File: src/rtl/mem_arbiter.sv
// Arbitrates the single external memory port between the fetch and load/store requesters.
// Round-robin grant from idle; a swap lock keeps the bus on the load/store side between phases.
module mem_arbiter #(
    parameter int ADDR_W = 32,
    parameter int DATA_W = 32
) (
    input  logic              clk,
    input  logic              rst,
    input  logic              if_req,
    input  logic [ADDR_W-1:0] if_addr,
    output logic [DATA_W-1:0] if_rdata,
    output logic              if_ready,
    input  logic              ls_req,
    input  logic              ls_we,
    input  logic [1:0]        ls_size,
    input  logic              ls_lock,
    input  logic [ADDR_W-1:0] ls_addr,
    input  logic [DATA_W-1:0] ls_wdata,
    output logic [DATA_W-1:0] ls_rdata,
    output logic              ls_ready,
    output logic              mem_req,
    output logic              mem_we,
    output logic [ADDR_W-1:0] mem_addr,
    output logic [3:0]        mem_be,
    output logic [DATA_W-1:0] mem_wdata,
    input  logic [DATA_W-1:0] mem_rdata,
    input  logic              mem_ack,
    output logic              locked
);

    typedef enum logic [1:0] {IDLE, IF_BUSY, LS_BUSY, LOCKED} state_t;

    state_t            state_q, state_d;
    logic              last_ls_q;
    logic              if_req_m, ls_req_m;
    logic              grant_if, grant_ls, done;
    logic [ADDR_W-1:0] addr_sel;
    logic [3:0]        be_d;
    logic [DATA_W-1:0] wdata_d;

    function automatic logic [3:0] byte_en(input logic [1:0] size, input logic [1:0] a);
        case (size)
            2'b00:   byte_en = 4'b0001 << a;
            2'b01:   byte_en = a[1] ? 4'b1100 : 4'b0011;
            default: byte_en = 4'b1111;
        endcase
    endfunction

    function automatic logic [DATA_W-1:0] lane_rep(input logic [1:0] size, input logic [DATA_W-1:0] wd);
        case (size)
            2'b00:   lane_rep = {4{wd[7:0]}};
            2'b01:   lane_rep = {2{wd[15:0]}};
            default: lane_rep = wd;
        endcase
    endfunction

    // A requester whose ready is high this cycle is still holding req; mask it to avoid a re-grant.
    assign if_req_m = if_req & ~if_ready;
    assign ls_req_m = ls_req & ~ls_ready;
    assign done     = mem_req & mem_ack;

    // State register plus the registered memory-side outputs
    always_ff @(posedge clk or posedge rst) begin
        if (rst) begin
            state_q   <= IDLE;
            last_ls_q <= 1'b0;
            mem_req   <= 1'b0;
            mem_we    <= 1'b0;
            mem_addr  <= '0;
            mem_be    <= 4'b0000;
            mem_wdata <= '0;
            if_rdata  <= '0;
            ls_rdata  <= '0;
            if_ready  <= 1'b0;
            ls_ready  <= 1'b0;
            locked    <= 1'b0;
        end else begin
            state_q  <= state_d;
            if_ready <= 1'b0;
            ls_ready <= 1'b0;
            if (grant_if || grant_ls) begin
                mem_req   <= 1'b1;
                mem_we    <= grant_ls & ls_we;
                mem_addr  <= {addr_sel[ADDR_W-1:2], 2'b00};
                mem_be    <= be_d;
                mem_wdata <= wdata_d;
                last_ls_q <= grant_ls;
            end else if (done) begin
                mem_req <= 1'b0;
                if (state_q == IF_BUSY) begin
                    if_ready <= 1'b1;
                    if_rdata <= mem_rdata;
                end else begin
                    ls_ready <= 1'b1;
                    ls_rdata <= mem_rdata;
                    locked   <= ls_lock;
                end
            end
        end
    end

    always_comb begin
        state_d  = state_q;
        grant_if = 1'b0;
        grant_ls = 1'b0;
        case (state_q)
            IDLE: begin
                if (if_req_m && ls_req_m) begin
                    grant_if = last_ls_q;
                    grant_ls = ~last_ls_q;
                end else begin
                    grant_if = if_req_m;
                    grant_ls = ls_req_m;
                end
            end
            LOCKED:  grant_ls = ls_req_m;
            IF_BUSY: if (done) state_d = IDLE;
            LS_BUSY: if (done) state_d = ls_lock ? LOCKED : IDLE;
            default: state_d = IDLE;
        endcase
        if (grant_if) state_d = IF_BUSY;
        if (grant_ls) state_d = LS_BUSY;
    end

    always_comb begin
        addr_sel = grant_ls ? ls_addr : if_addr;
        be_d     = grant_ls ? byte_en(ls_size, addr_sel[1:0]) : 4'b1111;
        wdata_d  = grant_ls ? lane_rep(ls_size, ls_wdata) : '0;
    end

endmodule

File: config.mk
export PLATFORM = sky130hd
export DESIGN_NAME = mem_arbiter
export DESIGN_NICKNAME = d
export VERILOG_FILES = /design/src/rtl/mem_arbiter.sv
export SDC_FILE = /design/constraint.sdc
export NUM_CORES = 1
export LEC_CHECK = 0
export BUFFER_PORTS_ARGS = -buffer_cell sky130_fd_sc_hd__buf_2
export CORE_AREA = 5 5 116 118
export CTS_CLUSTER_DIAMETER = 120
export CTS_CLUSTER_SIZE = 25
export DETAILED_ROUTE_END_ITERATION = 12
export DIE_AREA = 0 0 121 123
export PLACE_DENSITY = 0.89
export SLEW_MARGIN = 20
export SYNTH_ARGS = -nofsm -noshare
export SYNTH_HDL_FRONTEND = slang
export SYNTH_SLANG_ARGS = --single-unit
File: constraint.sdc
create_clock -name clk -period 13.7 [get_ports clk]
set_input_delay 2.74 -clock clk [delete_from_list [all_inputs] [get_ports clk]]
set_output_delay 2.74 -clock clk [all_outputs]
set_load 0.02 [all_outputs]
==> metrics.md <==
| Metric | Value |
|---|---|
| Die H | 123 um |
| CTS clk-pin slew, worst paths | 0.06 ns |
| Core area | roughly 12000 um^2 |
| Fmax | ~0.23 GHz |
| Fin crit share | 0.321 |
| Cells after synthesis | roughly 520 |
| P_int | between 1000 and 1500 uW |
| Leakage Power | 0.00412 uW |
| CTS Buffer Depth | 2 |
| PortBufs | between 200 and 300 |
| Synth warn | 0 |
| FP Rows | around 40 |
| TritonCTS buffer count | 17 |
| Combinational share of power | 0.441 |
| DRT Pass-1 Iters | 4 |
| DRT antenna net count | 0 |
| Commonest non-fill, non-tap cell in the layout | buf_2 |
| Largest net degree at the start of global routing | about 120 |
| Worst setup SP type | input port |
| Worst Hold End | mem_wdata[1] |
| GR Overflow Total | 0 |
| Final hold vios | 0 |
| First-pass GRT wire length | 26500 um |
| Initial Utilization | 0.485 |
| Tmin final | roughly 4.4 ns |
| Final #Nets | between 900 and 1000 |
| DR DRC count | 0 |
| Vias per cell | slightly above 5 |
| IO Count | around 270 |
| Clk sink count | around 140 |
| Design area | around 8100 um^2 |
| Area growth, synth to finish | 34.6% |
| CTS root buf | clkbuf_16 |
| CTS tree | yes |
| Sequential fraction of the synthesis area | 0.576 |
| Ant diodes | 0 |
| Sequential share of power | 0.337 |
| Clock power frac | 0.222 |
| Worst r2r dst | if_rdata[12] |
| Worst min-delay path class | register to register |
| Data arrival, critical path | 4.68 ns |
| Peak supply drop | 175 uV |
| Die area | roughly 15000 um^2 |
| Syn Area/Cell | around 11 um^2 |
| P per Cell Area | between 200 and 300 nW/um^2 |
| Post-DP Area | 7430 um^2 |
| Worst r2r src | state_q[0] |
| Pins over their slew limit | 0 |
| # H-tree levels | 4 |
| Vias in the first global route | about 5200 |
| Total wire length | approximately 17000 um |
| CP max FO | 33 |
| Hold Startpoint | mem_wdata[1] |
| Least-Margin Pin Slew | about 1.1 ns |
| Routed len/inst | ~17 um |
| MaxCap Viol Count | 0 |
| Synth cell types | 31 |
| Hold Path Stages | 2 |
| RSZ-0062 raised after global routing | false |
| Area leader, netlist | dfrtp_1 |
| Critical Path RT | 13.99 ns |
| Fin Clk Skew | 0.00510 ns |
| Ranking of synthesized cells by area | dfrtp_1, mux2_4, mux2_2, nand2_1, mux2i_1 |
| Overall power | 2170 uW |
| Hold_buf cts | 0 |
| Setup-failing EPs final | 0 |
| Top cell type's share of synthesized area | 0.576 |
| FF-to-FF setup slack | ~11 ns |
| Status | complete, no violations |
| Routed vias | roughly 5000 |
| Seq cells post-synth | 138 |
| Initial antenna violation count | 0 |
| Worst Setup End Kind | register |
| Resized Gates After CTS | 0 |
| Placer Congestion | between 0.7 and 0.8 |
| Kind of critical path | input port to register |
| FF-to-FF path depth | 5 |
| Total Routing Usage GR | 0.226 |
| Setup TNS | 0 ns |
| Detailed Place HPWL | 11900 um |
| Ratio of cells with drive above 1 in the final layout | 0.478 |
| Die width | 121 um |
| Critical Path Start | ls_req |
| Worst-skew pair later-pin latency | approximately 0.4 ns |
| Synthesized area | 5990 um^2 |
| Setup repair bufs after CTS | 0 |
| Slew headroom | 0.247 |
| Placed cells | 930 |
| Switch share | 0.404 |
| P_sw | slightly below 900 uW |
| Most frequent cells in the layout | buf_2, dfrtp_1, nand2_1, nor2_1, mux2_2 |
| Final non-filler cell total | between 900 and 1000 |
| Iteration-0 DRC Markers | roughly 250 |
[routing by layer]
metal	wire length (um)	track usage	vias to the layer above
met2	8590	0.385	219
met5	0	0	-
met4	260	0.0673	0
met1	6710	0.275	2423
met3	1270	0.0764	19
li1	-	-	2310
[power by group through the flow]
stage	clock network [uW]	registers [uW]	logic [uW]
after floorplan	0	967	390
after global placement	0	719	932
after detailed placement	0	730	963
after CTS	489	731	966
after global routing	510	756	1040
final	482	731	956
[stage by stage]
stage | setup WS, ns | hold WS [ns] | utilization
detailed placement | 8.83 | 0.479 | 0.601
global placement | 8.84 | 0.477 | 0.601
global route | 9.27 | 0.514 | 0.652
CTS | 9.26 | 0.494 | 0.651
floorplan | 7.26 | 0.538 | -
finish | 9.31 | 0.489 | 0.652
[registers in the layout (all words and copies together) (netlist names)]
signal	flops
mem_wdata	32
mem_req	1
if_rdata	32
mem_be	4
state_q	2
if_ready	1
ls_rdata	32
mem_we	1
ls_ready	1
mem_addr	30
last_ls_q	1
locked	1
[cell usage after synthesis]
| cell | number |
|---|---|
| mux2i_1 | 24 |
| mux2_2 | 36 |
| nor4b_4 | 1 |
| a31oi_1 | 34 |
| a21boi_0 | 1 |
| nor3_1 | 4 |
| or4_4 | 1 |
| a21oi_1 | 10 |
| dfrtp_1 | 138 |
| buf_2 | 4 |
| clkbuf_1 | 27 |
| and2_1 | 1 |
| nand2b_1 | 4 |
| nand2_1 | 79 |
| buf_6 | 4 |
| buf_4 | 2 |
| inv_1 | 5 |
| and4bb_4 | 1 |
| buf_1 | 1 |
| nor4_4 | 1 |
| and3b_1 | 1 |
| o21bai_1 | 1 |
| nand4_1 | 1 |
| ha_1 | 4 |
| and4_1 | 1 |
| o21a_1 | 1 |
| nand3_1 | 34 |
| conb_1 | 1 |
| nor2_1 | 41 |
| mux2_4 | 29 |
| o21ai_0 | 29 |
[cells by family after synthesis]
group | synth area share
and+or+nand+nor | 0.128
DFF | 0.576
muxes | 0.180
AOI/OAI and AO/OA | 0.0718
buffers and inverters | 0.0340
adders and majority gates | 0.00835
other | 0.000626
[final cells by class]
type	instances	area, um^2
fillers	945	4300
clock buffers	18	429
multi-input cells	341	2350
clock inverters	14	195
well taps	172	215
inverters	5	23.8
repair buffers	275	1400
flip-flops and latches	138	3450
[worst max path at each step]
stage | to | slack [ns] | cells past startpoint
after floorplan | if_rdata[0] | 7.26 | 1
after global placement | ls_rdata[7] | 8.84 | 6
after detailed placement | ls_rdata[28] | 8.83 | 6
after CTS | ls_rdata[6] | 9.26 | 6
after global routing | if_rdata[11] | 9.27 | 5
final | if_rdata[12] | 9.31 | 5
[worst max-delay path, stage by stage]
cell and delay (ns):
buf_2 0.10, nand2b_1 0.21, or4_4 0.19, and4_2 0.99
mux2_2 0.43
Note: power is estimated with default switching activity, not from simulation.
